## src/rtl/mips_mem_pkg.sv

```systemverilog
// ---------------------------------------------------------------------------
// mips_mem_pkg: shared types and constants for the data-memory burst sequencer
// Rev 1.0
// ---------------------------------------------------------------------------
`default_nettype none

package mips_mem_pkg;

  localparam int WORD_W = 32;

  typedef enum logic [2:0] {
    IDLE  = 3'd0,
    ISSUE = 3'd1,
    DRAIN = 3'd2,
    DONE  = 3'd3,
    ERR   = 3'd4
  } state_e;

  // {CEN, WEN, OEN} with the memory fully deselected
  localparam logic [2:0] CTRL_IDLE = 3'b111;

endpackage

`default_nettype wire

```

## src/rtl/rd_capture_pipe.sv

```systemverilog
// ---------------------------------------------------------------------------
// rd_capture_pipe: RD_LAT-deep valid + beat-index delay line for load capture
// Rev 1.0
// ---------------------------------------------------------------------------
`default_nettype none

module rd_capture_pipe #(
  parameter int RD_LAT = 0,
  parameter int IDX_W  = 2
) (
  input  logic             clk,
  input  logic             rst_n,
  input  logic             vld_i,
  input  logic [IDX_W-1:0] idx_i,
  output logic             vld_o,
  output logic [IDX_W-1:0] idx_o
);

  generate
    if (RD_LAT == 0) begin : g_passthru
      assign vld_o = vld_i;
      assign idx_o = idx_i;
    end else begin : g_delay
      logic [RD_LAT-1:0]            vld_q;
      logic [RD_LAT-1:0][IDX_W-1:0] idx_q;

      always_ff @(posedge clk) begin
        if (!rst_n) begin
          vld_q <= '0;
          idx_q <= '0;
        end else begin
          vld_q[0] <= vld_i;
          idx_q[0] <= idx_i;
          for (int i = 1; i < RD_LAT; i++) begin
            vld_q[i] <= vld_q[i-1];
            idx_q[i] <= idx_q[i-1];
          end
        end
      end

      assign vld_o = vld_q[RD_LAT-1];
      assign idx_o = idx_q[RD_LAT-1];
    end
  endgenerate

endmodule

`default_nettype wire

```

## src/rtl/mem_burst_sequencer.sv

```systemverilog
// ---------------------------------------------------------------------------
// mem_burst_sequencer: N-beat load/store burst engine for the data memory
// Rev 1.0
// ---------------------------------------------------------------------------
`default_nettype none

module mem_burst_sequencer
  import mips_mem_pkg::*;
#(
  parameter int ADDR_W    = 7,
  parameter int MAX_BEATS = 4,
  parameter int RD_LAT    = 0,
  parameter int BEAT_W    = $clog2(MAX_BEATS + 1)
) (
  input  logic                        clk,
  input  logic                        rst_n,
  input  logic                        req_valid,
  input  logic                        req_write,
  input  logic [31:0]                 req_addr,
  input  logic [BEAT_W-1:0]           req_beats,
  input  logic [WORD_W*MAX_BEATS-1:0] req_wdata,
  output logic                        stall,
  output logic                        rsp_valid,
  output logic                        rsp_err,
  output logic [WORD_W*MAX_BEATS-1:0] rsp_rdata,
  output logic                        CEN,
  output logic                        WEN,
  output logic                        OEN,
  output logic [ADDR_W-1:0]           A,
  output logic [WORD_W-1:0]           Data2Mem,
  input  logic [WORD_W-1:0]           ReadDataMem
);

  localparam int IDX_W = (MAX_BEATS > 1) ? $clog2(MAX_BEATS) : 1;
  localparam logic [1:0] DRAIN_LAST = 2'((RD_LAT > 0) ? RD_LAT - 1 : 0);

  typedef logic [MAX_BEATS-1:0][WORD_W-1:0] beats_t;

  state_e            state_q, state_d;
  logic              write_q;
  logic [ADDR_W-1:0] base_q;
  logic [BEAT_W-1:0] beats_q;
  logic [BEAT_W-1:0] cnt_q;
  logic [1:0]        drain_q;
  beats_t            wdata_q;
  beats_t            rdata_q;

  logic              req_bad;
  logic              last_beat;
  logic [IDX_W-1:0]  cnt_idx;
  logic              issue_rd;
  logic              cap_vld;
  logic [IDX_W-1:0]  cap_idx;

  assign req_bad   = (req_addr[1:0] != 2'b00) || (req_beats == '0) ||
                     (req_beats > BEAT_W'(MAX_BEATS));
  assign last_beat = (cnt_q == beats_q - 1'b1);
  assign cnt_idx   = cnt_q[IDX_W-1:0];
  assign issue_rd  = (state_q == ISSUE) && !write_q;

  rd_capture_pipe #(
    .RD_LAT (RD_LAT),
    .IDX_W  (IDX_W)
  ) u_rd_capture_pipe (
    .clk   (clk),
    .rst_n (rst_n),
    .vld_i (issue_rd),
    .idx_i (cnt_idx),
    .vld_o (cap_vld),
    .idx_o (cap_idx)
  );

  always_ff @(posedge clk) begin
    if (!rst_n) state_q <= IDLE;
    else        state_q <= state_d;
  end

  always_comb begin
    state_d = state_q;
    case (state_q)
      IDLE:  if (req_valid) state_d = req_bad ? ERR : ISSUE;
      ISSUE: if (last_beat) state_d = (write_q || RD_LAT == 0) ? DONE : DRAIN;
      DRAIN: if (drain_q == DRAIN_LAST) state_d = DONE;
      DONE:  state_d = IDLE;
      ERR:   state_d = IDLE;
      default: state_d = IDLE;
    endcase
  end

  always_comb begin
    {CEN, WEN, OEN} = CTRL_IDLE;
    A               = '0;
    Data2Mem        = '0;
    rsp_valid       = 1'b0;
    rsp_err         = 1'b0;
    case (state_q)
      ISSUE: begin
        CEN = 1'b0;
        A   = base_q + ADDR_W'(cnt_q);
        if (write_q) begin
          WEN      = 1'b0;
          Data2Mem = wdata_q[cnt_idx];
        end else begin
          OEN = 1'b0;
        end
      end
      DONE: rsp_valid = 1'b1;
      ERR: begin
        rsp_valid = 1'b1;
        rsp_err   = 1'b1;
      end
      default: ;
    endcase
  end

  // Captured request fields; req_* are not looked at again until the next IDLE
  always_ff @(posedge clk) begin
    if (!rst_n) begin
      write_q <= 1'b0;
      base_q  <= '0;
      beats_q <= '0;
      cnt_q   <= '0;
      drain_q <= '0;
      wdata_q <= '0;
      rdata_q <= '0;
    end else begin
      case (state_q)
        IDLE: begin
          if (req_valid && !req_bad) begin
            write_q <= req_write;
            base_q  <= req_addr[ADDR_W+1:2];
            beats_q <= req_beats;
            wdata_q <= req_wdata;
            cnt_q   <= '0;
            drain_q <= '0;
            rdata_q <= '0;
          end
        end
        ISSUE:   cnt_q   <= cnt_q + 1'b1;
        DRAIN:   drain_q <= drain_q + 1'b1;
        default: ;
      endcase
      if (cap_vld) rdata_q[cap_idx] <= ReadDataMem;
    end
  end

  assign stall     = req_valid & ~rsp_valid;
  assign rsp_rdata = rdata_q;

endmodule

`default_nettype wire

```

## config.mk

```make
export PLATFORM = sky130hd
export DESIGN_NAME = mem_burst_sequencer
export DESIGN_NICKNAME = d
export VERILOG_FILES = /design/src/rtl/mips_mem_pkg.sv /design/src/rtl/rd_capture_pipe.sv /design/src/rtl/mem_burst_sequencer.sv
export SDC_FILE = /design/constraint.sdc
export NUM_CORES = 1
export LEC_CHECK = 0
export ABC_AREA = 1
export CAP_MARGIN = 20
export CORE_MARGIN = 2
export CORE_UTILIZATION = 50
export CTS_CLUSTER_DIAMETER = 200
export DETAILED_ROUTE_END_ITERATION = 7
export DONT_BUFFER_PORTS = 1
export PLACE_DENSITY_LB_ADDON = 0.1
export SLEW_MARGIN = 5
export SYNTH_ARGS = -nofsm -noshare
export SYNTH_HDL_FRONTEND = slang
export SYNTH_SLANG_ARGS = --single-unit
```

## constraint.sdc

```tcl
create_clock -name clk -period 5.62 [get_ports clk]
set_clock_uncertainty 0.05 [all_clocks]
set_input_delay 1.686 -clock clk [delete_from_list [all_inputs] [get_ports clk]]
set_output_delay 1.686 -clock clk [all_outputs]
set_load 0.05 [all_outputs]
```

==> summary.md <==
| Metric | Value |
|---|---|
| CTS tree | `done` |
| Crit path depth | `7` |
| Clock Path Buffers | `3` |
| Post-synthesis area per instance | `7.284 um^2` |
| HP Class | `reg2reg` |
| Nets | `1719` |
| Routed via count | `9682` |
| Minimum clock period after layout | `4521 ps` |
| Final setup vio count | `0` |
| CP cell instances | `inv_1 -> nand3_2 -> buf_4 -> inv_2 -> nand2_2 -> a21oi_1 -> buf_4` |
| H-tree level count | `1` |
| # hold bufs at CTS | `0` |
| Drt total wl | `30190 um` |
| Largest cells by area after synthesis | `dfxtp_1 49%, nor2_1 14%, o21ai_0 12%` |
| Synth Cell Area | `11350 um^2` |
| Highest Signal Layer | `met4` |
| Max FO, Critical Path | `33` |
| Area of placed instances | `11410 um^2` |
| Routed length on met2 | `13860 um` |
| Yosys warnings | `0` |
| Fill count | `2260` |
| CTS buffer count | `29` |
| Pin count of the biggest net entering global routing | `273` |
| WHS Path Cells | `1` |
| Slowest cell on crit path | `nand2_2` |
| Core area | `22430 um^2` |
| Fin crit share | `0.8044` |
| GRT Residual Overflow | `0` |
| Largest area contributor in the netlist | `dfxtp_1` |
| GR Util All Layers | `0.2382` |
| Vias in the first global route | `8709` |
| Delay-heaviest family, CP | `buffers and inverters` |
| Routed met1 length | `12670 um` |
| Number of port buffers | `0` |
| Bufs and invs on worst path | `4` |
| Critical path's most frequent cell | `buf_4` |
| VDD IR max | `0.2551 mV` |
| Post-Synthesis Cells | `1558` |
| Status | `finished, final reports clean` |
| Cell Rows | `55` |
| Synth cell types | `26` |
| Die Wd | `154.7 um` |
| Clk_lat worst skew | `530 ps` |
| RSZ-0062 raised after global routing | `no` |
| Fmax | `221.2 MHz` |
| Layout cells sized above 1 | `0.07068` |
| Initial antenna violation count | `6` |
| Startpoint types | `register` |
| Hold Vio Cnt, Final | `0` |
| Critical Path Source | `state_q[2]` |
| HPWL after detailed placement | `18420 um` |
| Crit Reg-Reg Startpoint | `cnt_q[1]` |
| First-iteration detailed-routing DRC count | `751` |
| Seq/Total Area, Yosys | `0.4851` |
| Die area | `23920 um^2` |
| Post-CTS Setup Inserts | `0` |
| Mapped Nets | `1767` |
| Register bit total from synthesis | `275` |
| Via-to-Cell Ratio | `5.323` |
| Yosys top cell area share | `0.4851` |
| Area growth syn-to-layout | `9.041%` |
| R2r worst-path depth | `6` |
| Slew margin rel. | `0.2224` |
| Top-Level Pins | `372` |
| CP required | `3880 ps` |
| DIE HEIGHT | `154.7 um` |
| Worst Max-Slew Pin Slew | `1162 ps` |
| Wire length on met3 | `2906 um` |
| # clock sinks | `275` |
| Leakage | `4.495 nW` |
| Routability cong. | `0.7819` |
| Wire per inst | `16.59 um` |
| CTS root buffer | `clkbuf_16` |
| Final setup TNS | `0 ps` |
| Count of pins over their slew limit | `0` |
| CP arrival | `2780 ps` |
| R2R Setup Slk | `3350 ps` |
| Setup Crit Path Kind | `reg2out` |
| Setup crit end | `Data2Mem[2]` |
| Residual DRC | `0` |
| Critical Path Max Stage Delay | `620 ps` |
| Max-cap violations | `0` |
| Worst Setup End Kind | `primary output` |
| Initial Util | `0.5059` |
| P per Cell Area | `446.1 nW/um^2` |
| CTS clk-pin slew, worst paths | `60 ps` |
| Post-CTS Resized | `0` |
| Pre-antenna DRT Iters | `5` |
| FF-to-FF End | `rsp_rdata[54]` |
| Finished Cell Area | `12370 um^2` |
| Post-route ant nets | `0` |
| Global-route wire length before repair | `46910 um` |
power breakdown:
part           switching [mW]  internal [mW]  total (mW)
registers               0.502           2.16        2.66
logic                   0.690          0.308       0.999
clock network           0.757           1.11        1.86
cells by family after synthesis:
kind of cell / after synthesis / synth area share
and+or+nand+nor: 606 / 0.2080
AOI/OAI and AO/OA: 508 / 0.2244
DFF: 275 / 0.4851
buffers and inverters: 159 / 0.07078
adders and majority gates: 10 / 0.01169
Yosys cell counts:
| master | count |
|---|---|
| nand2_4 | 4 |
| nand4_2 | 1 |
| nor2_4 | 2 |
| clkinv_1 | 1 |
| inv_1 | 29 |
| inv_2 | 4 |
| dfxtp_1 | 275 |
| nand3_1 | 8 |
| a21oi_1 | 168 |
| a31oi_1 | 3 |
| ha_1 | 9 |
| buf_1 | 1 |
| nand4_1 | 2 |
| buf_2 | 27 |
| o21ai_0 | 276 |
| clkbuf_1 | 73 |
| o21ai_1 | 61 |
| nand2_1 | 163 |
| nor3_1 | 4 |
| nor3b_1 | 1 |
| fa_1 | 1 |
| buf_6 | 22 |
| nor2_1 | 419 |
| nand2_2 | 1 |
| nand3_2 | 1 |
| buf_4 | 2 |
registers in the layout, indices dropped and copies added, names as in the netlist:
signal	cells
rsp_rdata	128
beats_q	3
drain_q	2
state_q	3
cnt_q	3
wdata_q	128
write_q	1
base_q	7
cell usage in the layout, fill, tap and decap left out, drive strengths merged, types with 2 or more instances in the layout:
master / Yosys / layout
a21oi: 168 / 168
a31oi: 3 / 3
buf: 52 / 46
bufinv: 0 / 2
clkbuf: 73 / 39
clkinv: 1 / 8
dfxtp: 275 / 275
diode: 0 / 6
ha: 9 / 9
inv: 33 / 33
nand2: 168 / 168
nand3: 9 / 9
nand4: 3 / 3
nor2: 421 / 421
nor3: 4 / 4
o21ai: 337 / 337
metrics by stage:
step	util	setup WS [ps]	instances	power [mW]	hold WS (ps)
after floorplan	-	1163	1558	3.508	376.2
after global placement	0.5081	1421	1761	3.665	389.0
after detailed placement	0.5088	1422	1763	3.694	394.7
after CTS	0.5500	1052	1812	5.561	408.1
after global routing	0.5513	940.8	1816	5.824	447.1
final	0.5516	1099	1819	5.520	408.4
worst min path at each step:
stage | slack, ps | end | start
after global routing | 450 | wdata_q[114] | wdata_q[114]
after CTS | 410 | drain_q[0] | drain_q[0]
after detailed placement | 390 | drain_q[0] | drain_q[0]
after floorplan | 380 | drain_q[0] | drain_q[0]
final | 410 | drain_q[0] | drain_q[0]
after global placement | 390 | drain_q[0] | drain_q[0]
per-layer routing:
| metal | global-route usage | vias to the layer above |
|---|---|---|
| met1 | 0.2974 | 4333 |
| li1 | - | 5015 |
| met2 | 0.3888 | 289 |
| met4 | 0.07143 | 0 |
| met3 | 0.08378 | 45 |
| met5 | 0 | - |
final cells by class:
type                            instances  area [um^2]  share of cell area
Clock buffer                           39        823.3             0.06653
Timing Repair Buffer                   46        382.9             0.03094
Multi-Input combinational cell       1124         5056              0.4086
Clock inverter                         10        102.6            0.008291
Antenna cell                            6        15.01            0.001213
Sequential cell                       275         5508              0.4451
Inverter                               34        130.1             0.01052
Tap cell                              285        356.6             0.02882
No activity file was read; power rests on OpenSTA's default activity.
==> variant 1: new RTL, same settings <==
The parameter `ADDR_W` goes from 7 to 9.
--- a/src/rtl/mem_burst_sequencer.sv
+++ b/src/rtl/mem_burst_sequencer.sv
@@ -8,5 +8,5 @@
   import mips_mem_pkg::*;
 #(
-  parameter int ADDR_W    = 7,
+  parameter int ADDR_W    = 9,
   parameter int MAX_BEATS = 4,
   parameter int RD_LAT    = 0,
Ports: changed (resized A); port bits go from 372 to 374. The function was not compared with the original's and may differ.
==> variant 1 against the unedited design <==
Synthesized area grew 5.9%; total power is 2.8% higher; routed wire length up 6.4%; via count grew 8.0%; die area rose by 5.8%; worst setup slack worse by 110 ps; final area increased by 6.6%; sequential cell count grew 2; critical path type unchanged; largest power group unchanged.
==> variant 1: results (changes against the unedited design) <==
Synthesis
  • Post-synthesis compound-gate area fraction: 18.24% (-4.2 points)
  • Most instantiated cells after synthesis: 450 x nand2_1, 296 x nor2_1, 277 x dfxtp_1
  • Netlist cell types: 19 (-27%)
  • Adder-cell share of the synthesized area: 1.103% (-0.065 points)
  • Synth Warn #: 0 (unchanged)
  • Post-synthesis cell count: 1786 (+15%)
  • Sequential-to-total area share from yosys stat: 46.14% (-2.4 points)
  • Synth top area cells: dfxtp_1 46%, nand2_1 14%, a21oi_1 9.9%

Worst setup path
  • Slowest CP cell: buf_4
  • Worst-path fanout max: 70 (+110%)
  • Max stage delay on crit path: 550 ps (-70 ps)
  • Cell count of the worst reg-to-reg path: 9 (+3)
  • CP Data Arrival Time: 2890 ps (+110 ps)
  • Critical Path Source: cnt_q[0]$_SDFFE_PN0P_
  • RR Startpoint: state_q[0]$_SDFFE_PN0P_
  • CP Capture Point: Data2Mem[14]
  • Worst setup EP type: primary output
  • Worst reg-to-reg setup slack: 2720 ps (-630 ps)

Global routing
  • First-pass GRT wire length: 50880 um (+8.5%)
  • Largest net degree at the start of global routing: 276 (+1.1%)
  • Total track usage: 24.17% (+0.35 points)
  • Vias in the first global route: 9448 (+8.5%)
  • Initial antenna violation count: 2 (-4)

STA
  • Rel. slew slack: 29.60% (+7.4 points)
  • Period minus WS final: 4627 ps (+106.7 ps)

Pwr
  • Internal Pwr Total: 3.638 mW (+1.9%)
  • PD cells: 430.1 nW/um2 (-3.6%)
  • LEAKAGE: 5.914 nW (+32%)

Cells and area
  • NumNets Final: 1948 (+13%)
  • Share of layout cells above drive strength 1: 5.866% (-1.2 points)
  • Fillers: 2374 (+5.0%)
  • Layout Cells excl Fill: 2077 (+14%)

Outcome
  • Status: finished, final reports clean

Detailed routing
  • Wire length on met3: 3357 um (+16%)
  • Detailed Routing Iterations Pass 1: 7 (+2)
  • Metal2 WL: 14570 um (+5.1%)
  • Drt total wl: 32130 um (+6.4%)
  • Highest metal used: met5
  • Drt via density: 5.037 (-5.4%)
  • Met1 Wirelength: 13370 um (+5.6%)

Placement
  • DP HPWL: 20070 um (+9.0%)
  • DP Worst Slack: 1485 ps (+62.91 ps)
  • GP Congestion: 0.8277 (+5.9%)
  • Placed Instances: 2022 (+15%)
  • Dpl cell area: 12160 um2 (+6.5%)

Clock network
  • TritonCTS buffer count: 30 (+3.4%)
-- variant 1: changes by cell type after synthesis, moves of 9 or more --
cell	change
nand2_1	+287
o21ai_1	-61
buf_6	-13
buf_2	+9
nor2_1	-123
inv_1	+136
o21ai_0	-75
a21oi_1	+69
-- variant 1: area by class of cell --
class | count | area [um2] | area share (%)
multi-input combinational | 1214 | 5244 | 39.76
antenna | 2 | 5.005 | 0.03794
tap | 319 | 399.1 | 3.026
sequential | 277 | 5548 | 42.06
inverter | 170 | 638.1 | 4.838
clock inverter | 9 | 101.3 | 0.7684
timing repair buffer | 46 | 415.4 | 3.149
clock buffer | 40 | 839.6 | 6.365
-- variant 1: kinds of logic (layout without fill, tap and decap cells) --
kind of cell / Yosys count / count (layout)
and+or+nand+nor: 766 / 766
AOI/OAI and AO/OA: 438 / 438
buffers and inverters: 295 / 265
DFF: 277 / 277
adders and majority gates: 10 / 10
other: 0 / 2
-- variant 1: through the flow --
step                      utilization, %  hold slack, ps  total power, mW
after floorplan                        -           376.2            3.591
after global placement             51.64           388.4            3.770
after detailed placement           51.64           400.6            3.786
after CTS                          55.63           411.3            5.691
after global routing               56.02           433.9            5.975
final                              56.03           412.4            5.673
-- variant 1: power groups by stage --
stage	Clock [mW]	Sequential, mW	Combinational, mW
2_1_floorplan	0	2.72	0.866
3_3_place_gp	0	2.76	1.01
4_1_cts	1.94	2.73	1.02
6_report	1.90	2.73	1.04
3_5_place_dp	0	2.77	1.02
5_1_grt	2.02	2.75	1.21
-- variant 1: routing by layer --
metal	global-route usage (%)	vias to the layer above
met5	0	-
met4	6.322	2
met3	9.898	53
met2	39.03	305
met1	30.00	4618
li1	-	5483
==> variant 2: new RTL, config.mk and constraints unchanged <==
Made on the original files. Encoding of `state_e`: now Gray code (3 bits for 5 states).
--- a/src/rtl/mips_mem_pkg.sv
+++ b/src/rtl/mips_mem_pkg.sv
@@ -10,9 +10,9 @@
 
   typedef enum logic [2:0] {
-    IDLE  = 3'd0,
-    ISSUE = 3'd1,
-    DRAIN = 3'd2,
-    DONE  = 3'd3,
-    ERR   = 3'd4
+    IDLE  = 3'b000,
+    ISSUE = 3'b001,
+    DRAIN = 3'b011,
+    DONE  = 3'b010,
+    ERR   = 3'b110
   } state_e;
 
Formal check against the unedited RTL: same outputs for any inputs over 4 cycles, from zero or initial values and one cycle with rst_n low; so few cycles prove little.
==> variant 2 against the unedited design <==
Final area increased by 0.17%; via count decreased by 1.3%; synthesized cell count decreased by 5.5%; sequential cell count unchanged; routed wire length about the same; first-iteration DRC count decreased by 4.1%; highest routed layer is now met5; synthesized area decreased by 2.1%; worst setup slack improved by 100 ps; critical endpoint is now Data2Mem[10].
Power is not compared: it rests on default switching activity, and its combinational part moved more than twofold at a synthesized area within 25%.
==> variant 2: results (changes against the unedited design) <==
Placement
  • DP HPWL: 19010 um (+3.2%)
  • Dpl cell area: 11240 um2 (-1.5%)
  • DP Worst Slack: 1475 ps (+52.74 ps)
  • GP Congestion: 0.8258 (+5.6%)
  • Placed Instances: 1676 (-4.9%)
  • IO buf count: 0 (unchanged)

Synthesis
  • Synth top area cells: dfxtp_1 50%, o21ai_0 14%, a21oi_1 14%
  • Netlist cell types: 25 (-3.8%)
  • Sequential-to-total area share from yosys stat: 49.56% (+1.0 points)
  • Most instantiated cells after synthesis: 306 x o21ai_0, 304 x a21oi_1, 275 x dfxtp_1
  • Adder-cell share of the synthesized area: 1.194% (+0.025 points)
  • Post-synthesis compound-gate area fraction: 28.99% (+6.6 points)
  • Synth Net Count: 1682 (-4.8%)
  • Synth Area in XOR/XNOR: 0% (unchanged)
  • Post-synthesis cell count: 1473 (-5.5%)
  • Proportion of synthesized area in mux cells: 0% (unchanged)

Detailed routing
  • Detailed Routing Iterations Pass 1: 5 (unchanged)
  • Wirelength per Cell: 17.29 um (+4.2%)
  • Drt total wl: 30190 um (about the same)
  • Via count: 9557 (-1.3%)
  • Drt initial violations: 720 (-4.1%)

Clock network
  • Setup bufs post-CTS: 0 (unchanged)
  • Clock buffer depth: 3 (unchanged)
  • Clock Pin Slew Worst Setup and Hold Paths: 60 ps (about the same)
  • TritonCTS buffer count: 30 (+3.4%)
  • Htree depth: 1 (unchanged)
  • CTS resizes: 0 (unchanged)

Global routing
  • Vias in the first global route: 8365 (-3.9%)
  • Met1 Track Usage GR: 31.73% (+2.0 points)
  • Total track usage: 24.11% (+0.29 points)
  • First-pass GRT wire length: 46600 um (-0.66%)
  • Largest net degree at the start of global routing: 272 (-0.37%)
  • Initial antenna violation count: 12 (+6)
  • Met2 Use GR: 37.27% (-1.6 points)
  • Global-route met3 utilization: 8.421% (+0.043 points)

Worst setup path
  • Worst-path fanout max: 22 (-33%)
  • Largest delay contributor family on the critical path: buffers and inverters
  • Max stage delay on crit path: 380 ps (-240 ps)
  • Critical Path Source: state_q[2]$_SDFFE_PN0P_
  • CP Data Arrival Time: 2680 ps (-100 ps)
  • RR Startpoint: state_q[0]$_SDFFE_PN0P_
  • Worst reg-to-reg setup slack: 3210 ps (-140 ps)
  • R2R Path End: wdata_q[106]$_SDFFE_PN0P_
  • CP Capture Point: Data2Mem[10]
  • Slowest CP cell: buf_4

Cells and area
  • Sequential Area: 5507 um2 (about the same)
  • Share of layout cells above drive strength 1: 7.756% (+0.69 points)
  • NumNets Final: 1642 (-4.5%)
  • Fillers: 2145 (-5.1%)

Pwr
  • Logic power comb: roughly 0.23 mW
  • Power Sequential: 2.07 mW
  • Peak VDD IR: 0.2531 mV
  • Sequential Power Share: 48.2%

STA
  • Setup ws final: 1202 ps (+103.0 ps)
  • Rel. slew slack: 37.41% (+15 points)

Outcome
  • Status: finished, final reports clean
## variant 2: cell count changes after synthesis, moves of 3 or more
| cell | delta |
|---|---|
| a21oi_1 | +136 |
| buf_1 | +6 |
| buf_2 | -14 |
| buf_4 | +11 |
| buf_6 | -12 |
| clkbuf_1 | +7 |
| inv_1 | +60 |
| nand2_1 | -6 |
| nand2_2 | +4 |
| nand2_4 | -3 |
| nor2_1 | -269 |
| o21ai_0 | +30 |
| o21ai_1 | -30 |
## variant 2: cell type report
class	instances	share of cell area, %
flip-flops and latches	275	44.42
well taps	280	2.826
inverters	92	2.786
clock buffers	46	7.358
multi-input cells	983	37.69
clock inverters	10	0.8782
repair buffers	51	3.856
diodes	9	0.1817
## variant 2: metal layers
layer	vias up	wire length, um
li1	4869	-
met1	4279	12920
met2	343	13590
met3	60	2870
met4	6	780
met5	-	35
## variant 2: worst min-delay path by stage
stage / startpoint / end / slack [ps] / cells after the start
final: wdata_q[63]$_SDFFE_PN0P_ / wdata_q[63]$_SDFFE_PN0P_ / 400 / 2
after global routing: wdata_q[52]$_SDFFE_PN0P_ / wdata_q[52]$_SDFFE_PN0P_ / 420 / 2
after floorplan: drain_q[0]$_SDFFE_PN0P_ / drain_q[0]$_SDFFE_PN0P_ / 380 / 1
after CTS: wdata_q[69]$_SDFFE_PN0P_ / wdata_q[69]$_SDFFE_PN0P_ / 400 / 2
after global placement: wdata_q[74]$_SDFFE_PN0P_ / wdata_q[74]$_SDFFE_PN0P_ / 390 / 2
after detailed placement: wdata_q[91]$_SDFFE_PN0P_ / wdata_q[91]$_SDFFE_PN0P_ / 390 / 2
## variant 2: cells by family after synthesis
family,count (synthesis)
AOI/OAI and AO/OA,643
DFF,275
and+or+nand+nor,330
adders and majority gates,10
buffers and inverters,215
